===== config.mk =====
export PLATFORM = sky130hd
export DESIGN_NAME = lcd_hd44780_ctrl_flat
export DESIGN_NICKNAME = d
export VERILOG_FILES = /design/src/rtl/lcd_hd44780_ctrl_if.sv /design/src/rtl/lcd_hd44780_ctrl.sv /design/src/flat_wrapper.sv
export SDC_FILE = /design/constraint.sdc
export NUM_CORES = 1
export LEC_CHECK = 0
export CORE_UTILIZATION = 40
export CTS_CLUSTER_SIZE = 28
export DETAILED_ROUTE_END_ITERATION = 16
export SYNTH_ARGS = -nofsm -noshare
export SYNTH_HDL_FRONTEND = slang
export SYNTH_SLANG_ARGS = --single-unit

===== constraint.sdc =====
create_clock -name clock -period 3.3 [get_ports clock]
set_input_delay 0.66 -clock clock [delete_from_list [all_inputs] [get_ports clock]]
set_output_delay 0.66 -clock clock [all_outputs]
set_load 0.005 [all_outputs]

===== src/rtl/lcd_hd44780_ctrl_if.sv =====
`default_nettype none
// ============================================================================
//  Module      : lcd_hd44780_ctrl_if
//  Description : Command byte handshake between a bus master and the
//                HD44780 controller (valid/ready, register select, data).
//  Revision    : 1.0  initial release
// ============================================================================
interface lcd_hd44780_ctrl_if;
    logic       cmd_valid;
    logic       cmd_ready;
    logic       cmd_rs;
    logic [7:0] cmd_data;

    modport master (
        output cmd_valid,
        output cmd_rs,
        output cmd_data,
        input  cmd_ready
    );

    modport slave (
        input  cmd_valid,
        input  cmd_rs,
        input  cmd_data,
        output cmd_ready
    );
endinterface
`default_nettype wire


===== src/rtl/lcd_hd44780_ctrl.sv =====
`default_nettype none
// ============================================================================
//  Module      : lcd_hd44780_ctrl
//  Description : HD44780 8-bit write-only LCD bus driver. Accepts bytes over
//                a valid/ready port, generates setup/enable/hold timing and
//                the per-command execution wait. With LCD_AUTO_INIT_EN
//                defined it also runs the power-on init sequence itself.
//  Options     : LCD_AUTO_INIT_EN  (undefined: no power-up wait, no init)
//  Revision    : 1.0  initial release
// ============================================================================
module lcd_hd44780_ctrl #(
    parameter int CLK_HZ      = 50_000_000,
    parameter int SETUP_CYC   = 4,
    parameter int EN_PULSE_NS = 460,
    parameter int HOLD_CYC    = 2,
    parameter int SHORT_US    = 40,
    parameter int LONG_US     = 1640,
    parameter int POWERUP_MS  = 15
) (
    input  logic                 clock,
    input  logic                 reset_n,
    lcd_hd44780_ctrl_if.slave    cmd,
    output logic [7:0]           lcd_data,
    output logic                 lcd_en,
    output logic                 lcd_rs,
    output logic                 lcd_rw,
    output logic                 init_done
);

    // Cycle counts, rounded up, never below one cycle.
    localparam longint c_hz        = longint'(CLK_HZ);
    localparam longint c_setup_raw = longint'(SETUP_CYC);
    localparam longint c_hold_raw  = longint'(HOLD_CYC);
    localparam longint c_en_raw    = (c_hz * EN_PULSE_NS + 999_999_999) / 1_000_000_000;
    localparam longint c_short_raw = (c_hz * SHORT_US + 999_999) / 1_000_000;
    localparam longint c_long_raw  = (c_hz * LONG_US + 999_999) / 1_000_000;
    localparam longint c_pwrup_raw = (c_hz * POWERUP_MS + 999) / 1_000;

    localparam longint c_setup_cyc = (c_setup_raw < 1) ? 1 : c_setup_raw;
    localparam longint c_hold_cyc  = (c_hold_raw  < 1) ? 1 : c_hold_raw;
    localparam longint c_en_cyc    = (c_en_raw    < 1) ? 1 : c_en_raw;
    localparam longint c_short_cyc = (c_short_raw < 1) ? 1 : c_short_raw;
    localparam longint c_long_cyc  = (c_long_raw  < 1) ? 1 : c_long_raw;
    localparam longint c_pwrup_cyc = (c_pwrup_raw < 1) ? 1 : c_pwrup_raw;

    localparam longint c_max_a = (c_setup_cyc > c_hold_cyc) ? c_setup_cyc : c_hold_cyc;
    localparam longint c_max_b = (c_en_cyc > c_short_cyc) ? c_en_cyc : c_short_cyc;
    localparam longint c_max_c = (c_long_cyc > c_pwrup_cyc) ? c_long_cyc : c_pwrup_cyc;
    localparam longint c_max_d = (c_max_a > c_max_b) ? c_max_a : c_max_b;
    localparam longint c_max   = (c_max_c > c_max_d) ? c_max_c : c_max_d;
    localparam int     c_cnt_w = $clog2(c_max) + 1;

    // Counter reload values: a phase of N cycles loads N-1 and ends at zero.
    localparam logic [c_cnt_w-1:0] c_setup_ld = c_cnt_w'(c_setup_cyc - 1);
    localparam logic [c_cnt_w-1:0] c_en_ld    = c_cnt_w'(c_en_cyc - 1);
    localparam logic [c_cnt_w-1:0] c_hold_ld  = c_cnt_w'(c_hold_cyc - 1);
    localparam logic [c_cnt_w-1:0] c_short_ld = c_cnt_w'(c_short_cyc - 1);
    localparam logic [c_cnt_w-1:0] c_long_ld  = c_cnt_w'(c_long_cyc - 1);
    localparam logic [c_cnt_w-1:0] c_pwrup_ld = c_cnt_w'(c_pwrup_cyc - 1);

    typedef enum logic [2:0] {
        ST_PWRUP = 3'd0,
        ST_INIT  = 3'd1,
        ST_IDLE  = 3'd2,
        ST_SETUP = 3'd3,
        ST_PULSE = 3'd4,
        ST_HOLD  = 3'd5,
        ST_WAIT  = 3'd6
    } state_t;

    state_t               r_state;
    state_t               w_state_nxt;
    logic [c_cnt_w-1:0]   r_cnt;
    logic [c_cnt_w-1:0]   w_cnt_nxt;
    logic                 w_load_cmd;
    logic                 w_is_long;
    logic                 r_rs;
    logic [7:0]           r_data;
    logic                 r_en;
    logic                 r_init_done;

`ifdef LCD_AUTO_INIT_EN
    localparam logic [2:0] c_init_len = 3'd6;
    logic                 w_load_init;
    logic [2:0]           r_init_idx;

    // Function set 8-bit/2-line (x3), display on, clear, entry mode inc.
    function automatic logic [7:0] init_byte(input logic [2:0] idx);
        case (idx)
            3'd0, 3'd1, 3'd2: init_byte = 8'h38;
            3'd3:             init_byte = 8'h0C;
            3'd4:             init_byte = 8'h01;
            default:          init_byte = 8'h06;
        endcase
    endfunction
`endif

    // Clear and return-home need the long execution time.
    assign w_is_long = ~r_rs & ((r_data == 8'h01) | (r_data == 8'h02) | (r_data == 8'h03));

    // State and phase counter registers.
    always_ff @(posedge clock or negedge reset_n) begin
        if (!reset_n) begin
            r_state <= ST_PWRUP;
            r_cnt   <= c_pwrup_ld;
        end else begin
            r_state <= w_state_nxt;
            r_cnt   <= w_cnt_nxt;
        end
    end

    // Next-state, counter reload and byte-load strobes.
    always_comb begin
        w_state_nxt = r_state;
        w_cnt_nxt   = r_cnt;
        w_load_cmd  = 1'b0;
`ifdef LCD_AUTO_INIT_EN
        w_load_init = 1'b0;
`endif
        case (r_state)
            ST_PWRUP: begin
`ifdef LCD_AUTO_INIT_EN
                if (r_cnt == '0) w_state_nxt = ST_INIT;
                else             w_cnt_nxt   = r_cnt - 1'b1;
`else
                w_state_nxt = ST_IDLE;
`endif
            end
            ST_INIT: begin
`ifdef LCD_AUTO_INIT_EN
                w_load_init = 1'b1;
                w_state_nxt = ST_SETUP;
                w_cnt_nxt   = c_setup_ld;
`else
                w_state_nxt = ST_IDLE;
`endif
            end
            ST_IDLE: begin
                if (cmd.cmd_valid) begin
                    w_load_cmd  = 1'b1;
                    w_state_nxt = ST_SETUP;
                    w_cnt_nxt   = c_setup_ld;
                end
            end
            ST_SETUP: begin
                if (r_cnt == '0) begin
                    w_state_nxt = ST_PULSE;
                    w_cnt_nxt   = c_en_ld;
                end else begin
                    w_cnt_nxt   = r_cnt - 1'b1;
                end
            end
            ST_PULSE: begin
                if (r_cnt == '0) begin
                    w_state_nxt = ST_HOLD;
                    w_cnt_nxt   = c_hold_ld;
                end else begin
                    w_cnt_nxt   = r_cnt - 1'b1;
                end
            end
            ST_HOLD: begin
                if (r_cnt == '0) begin
                    w_state_nxt = ST_WAIT;
                    w_cnt_nxt   = w_is_long ? c_long_ld : c_short_ld;
                end else begin
                    w_cnt_nxt   = r_cnt - 1'b1;
                end
            end
            ST_WAIT: begin
                if (r_cnt == '0) begin
`ifdef LCD_AUTO_INIT_EN
                    w_state_nxt = (r_init_idx != c_init_len) ? ST_INIT : ST_IDLE;
`else
                    w_state_nxt = ST_IDLE;
`endif
                end else begin
                    w_cnt_nxt   = r_cnt - 1'b1;
                end
            end
            default: begin
                w_state_nxt = ST_PWRUP;
            end
        endcase
    end

    // Bus output registers: byte latch, glitch-free enable and init flag.
    always_ff @(posedge clock or negedge reset_n) begin
        if (!reset_n) begin
            r_rs        <= 1'b0;
            r_data      <= 8'h00;
            r_en        <= 1'b0;
            r_init_done <= 1'b0;
`ifdef LCD_AUTO_INIT_EN
            r_init_idx  <= 3'd0;
`endif
        end else begin
            if (w_load_cmd) begin
                r_rs   <= cmd.cmd_rs;
                r_data <= cmd.cmd_data;
            end
`ifdef LCD_AUTO_INIT_EN
            else if (w_load_init) begin
                r_rs       <= 1'b0;
                r_data     <= init_byte(r_init_idx);
                r_init_idx <= r_init_idx + 3'd1;
            end
`endif
            r_en <= (w_state_nxt == ST_PULSE);
            if (w_state_nxt == ST_IDLE) begin
                r_init_done <= 1'b1;
            end
        end
    end

    assign cmd.cmd_ready = (r_state == ST_IDLE);
    assign lcd_data      = r_data;
    assign lcd_rs        = r_rs;
    assign lcd_en        = r_en;
    assign lcd_rw        = 1'b0;
    assign init_done     = r_init_done;

endmodule
`default_nettype wire

===== src/flat_wrapper.sv =====
// flat-port wrapper written by rule: the top's interface ports become plain ports
module lcd_hd44780_ctrl_flat 
#(
    parameter int CLK_HZ      = 50_000_000,
    parameter int SETUP_CYC   = 4,
    parameter int EN_PULSE_NS = 460,
    parameter int HOLD_CYC    = 2,
    parameter int SHORT_US    = 40,
    parameter int LONG_US     = 1640,
    parameter int POWERUP_MS  = 15
)
  (clock, reset_n, lcd_data, lcd_en, lcd_rs, lcd_rw, init_done, cmd_cmd_valid, cmd_cmd_rs, cmd_cmd_data, cmd_cmd_ready);
  lcd_hd44780_ctrl_if cmd_i ();
  input  logic clock;
  input  logic reset_n;
  output logic [7:0] lcd_data;
  output logic lcd_en;
  output logic lcd_rs;
  output logic lcd_rw;
  output logic init_done;
  input wire logic [$bits(cmd_i.cmd_valid)-1:0] cmd_cmd_valid;
  input wire logic [$bits(cmd_i.cmd_rs)-1:0] cmd_cmd_rs;
  input wire logic [$bits(cmd_i.cmd_data)-1:0] cmd_cmd_data;
  output wire logic [$bits(cmd_i.cmd_ready)-1:0] cmd_cmd_ready;
  assign cmd_i.cmd_valid = cmd_cmd_valid;
  assign cmd_i.cmd_rs = cmd_cmd_rs;
  assign cmd_i.cmd_data = cmd_cmd_data;
  assign cmd_cmd_ready = cmd_i.cmd_ready;
  lcd_hd44780_ctrl #(.CLK_HZ(CLK_HZ), .SETUP_CYC(SETUP_CYC), .EN_PULSE_NS(EN_PULSE_NS), .HOLD_CYC(HOLD_CYC), .SHORT_US(SHORT_US), .LONG_US(LONG_US), .POWERUP_MS(POWERUP_MS)) u_core (.clock(clock), .reset_n(reset_n), .cmd(cmd_i), .lcd_data(lcd_data), .lcd_en(lcd_en), .lcd_rs(lcd_rs), .lcd_rw(lcd_rw), .init_done(init_done));
endmodule

==> impl_metrics.py <==
metrics = {
    "run_status": {
        "status": "finished, final reports clean",
    },
    "logic_synthesis": {
        "syn_nets": 256,
        "synth.distinct_cells": 59,
        "async_reset_ff_frac": 1.000,
        "ys_ff_latch": 35,
        "synth-edff-count": 0,
        "synth_flop_cell": "dfrtp_1",
        "ys_seq_area_frac": 0.4053,
        "synthesis.instances": 243,
        "avgSynthCellArea_um2": 9.057,
        "synthesis.area_mm2": 0.002201,
        "synth_area_leaders": "dfrtp_1 25%, dfstp_2 16%, mux2_2 4.6%, a21oi_1 4.3%, nand2_1 3.2%",
        "synth_top_cell_area_share": 0.2501,
        "ys_warn_count": 0,
        "yosysTopAreaCell": "dfrtp_1",
    },
    "sta": {
        "fin_skew_ns": 0.005226,
        "fin_crit_sh": 0.8082,
        "drv_slew": 0,
        "fin_crit_ns": 2.667,
        "finalSetupTns_ns": 0,
        "rsz0062_at_grt": "no",
        "tightestPinTransition_ns": 0.9350,
        "relSlewSlack": 0.3729,
        "max_freq_mhz": 374.9,
        "setup_violations": 0,
        "hold_viol_final": 0,
    },
    "die": {
        "die_h_um": 76.18,
        "die_w_um": 76.18,
        "rows": 26,
        "die_area_mm2": 0.005803,
        "core_mm2": 0.005205,
        "ioPinCount": 25,
        "start_util": 0.4228,
    },
    "detailed_routing": {
        "first_pass_iters": 4,
        "route.detailed.drc": 0,
        "drt_iter0_markers": 195,
        "drt_wl_total_um": 5284,
        "viasPerCell": 6.063,
        "wire_per_inst_um": 15.92,
        "vias": 2013,
        "ant_nets": 0,
    },
    "finish": {
        "fin_nets": 274,
        "layout_common_cells": "22 x clkdlybuf4s50_1, 22 x dfrtp_1, 19 x nand2_1, 19 x a21oi_1, 17 x nor2_1",
        "drive_gt1_frac": 0.1718,
        "multi_input_area_mm2": 0.001201,
        "final-seq-area_um2": 892.1,
        "diodes": 0,
        "num-fill-cells": 521,
        "areaGrowthSynthToFinish_pct": 16.09,
    },
    "power": {
        "power_mw": 2.346,
        "comb_power_share": 0.485,
        "swShare": 0.4287,
        "seqPwrFrac": 0.369,
        "peakVddDrop_uv": 397.7,
        "power_density_mw_per_mm2": 918.2,
        "p_sw_mw": 1.006,
        "leakagePower_nw": 0.9985,
        "p_int_mw": 1.340,
        "p_clk_frac": 0.146,
    },
    "worst_setup_path": {
        "worst-path-max-fanout": 9,
        "path_class": "reg2reg",
        "start_kind": "flip-flop",
        "critPathRequiredTime_ns": 3.48,
        "arrival_ns": 2.85,
        "endpoint_kind": "flip-flop",
    },
    "clock_network": {
        "cts.sinks": 35,
        "numCtsBuffers": 5,
        "clk_latency_ns": 0.28,
        "path_clk_slew_ns": 0.07,
        "cts_buffer_depth": 2,
        "cts_max_level": 2,
        "cts_resized": 0,
        "post-cts-setup-buffer-count": 0,
        "cts_root_buffer": "clkbuf_8",
        "hold_buffers": 0,
        "tritoncts": "done",
    },
    "job": {
        "max_cap_viol_count": 0,
    },
    "grt": {
        "overflow": 0,
        "grt.total_usage": 0.1948,
        "grt_max_degree": 36,
        "first_global_vias": 1921,
        "grt_pass1_wl_um": 9059,
        "antenna_found_initial": 0,
    },
    "place": {
        "post-dp-hpwl_um": 3791,
        "gp_congestion": 0.8931,
        "port_buffers": 23,
    },
    "min_path": {
        "hp-class": "in2async",
    },
}
==> registers in the layout, summed over array words and instances, names as in the netlist <==
name and flops:
u_core.r_cnt 21, u_core.lcd_rs 1, u_core.r_state 3, u_core.lcd_en 1, u_core.init_done 1, u_core.lcd_data 8
==> per-stage QoR <==
stage,hold slack [ns],cells,utilization,area (um2),setup WS (ns)
after global routing,0.5084,332,0.4909,2555,0.4336
after global placement,0.4722,324,0.4709,2451,0.7453
final,0.4477,332,0.4909,2555,0.6329
after CTS,0.4873,332,0.4909,2555,0.6769
after detailed placement,0.4928,324,0.4709,2451,0.6841
after floorplan,0.3644,243,-,2201,0.8865
==> area by class of cell <==
class	instances	area share
Multi-Input combinational cell	185	0.4701
Sequential cell	35	0.3492
Timing Repair Buffer	24	0.09109
Clock buffer	7	0.03771
Tap cell	70	0.03428
Inverter	10	0.01469
Clock inverter	1	0.002938
==> power groups by stage <==
stage,clock (mW),sequential (mW),combinational [mW]
final,0.343,0.866,1.14
after global routing,0.370,0.898,1.26
after CTS,0.353,0.863,1.13
after detailed placement,0,0.869,1.12
after global placement,0,0.865,1.12
after floorplan,0,0.774,0.893
==> layer usage <==
metal,track usage,share of wire,up-vias
li1,-,-,951
met1,0.2648,0.46,960
met2,0.2927,0.44,92
met3,0.05509,0.083,10
met4,0.07500,0.013,0
met5,0,0,-
==> cell families (layout without fill, tap and decap cells) <==
group / Yosys count / count (layout) / synth area share
compound gates: 76 / 76 / 0.2365
flops: 35 / 35 / 0.4053
fa+ha+maj: 1 / 1 / 0.005684
mux: 10 / 10 / 0.05060
xor+xnor: 2 / 2 / 0.007961
buf+inv: 23 / 42 / 0.04889
simple gates: 95 / 95 / 0.2433
other cells: 1 / 1 / 0.001704
==> cell usage after synthesis (3+ instances only) <==
cell type and count:
or4_1 6, a31oi_1 5, o22ai_1 3, a21oi_1 19, dfstp_2 13, o21ai_0 11, inv_1 10, or3_1 8
nand2b_1 4, nor2_1 17, o31ai_1 6, nand2_1 19, a21o_1 3, nor4_1 6, nand3_1 9, clkbuf_1 7
dfrtp_1 22, o211ai_1 3, mux2_2 9, a211oi_1 3, nor3_1 11
==> worst max-delay path, stage by stage (launching register included) <==
cell and delay, ns:
dfstp_2 0.56, inv_1 0.08, ha_1 0.24, or4b_1 0.30, nor2_2 0.13, a211oi_1 0.77
nor3_1 0.18, o311ai_1 0.30
==> worst paths after layout <==
check | slack [ns] | cells past startpoint | from | endpoint
worst max-delay path | 0.63 | 7 | u_core.r_cnt[0] | u_core.r_cnt[9]
worst min-delay path | 0.45 | 1 | reset_n | u_core.lcd_en
worst max register to register | 0.63 | 7 | u_core.r_cnt[0] | u_core.r_cnt[9]
worst min register to register | 0.50 | 2 | u_core.r_cnt[19] | u_core.r_cnt[19]
max in group asynchronous | 2.37 | 1 | reset_n | u_core.r_cnt[20]
min in group clock | 0.50 | 2 | u_core.r_cnt[19] | u_core.r_cnt[19]
No activity file was read; power rests on OpenSTA's default activity.
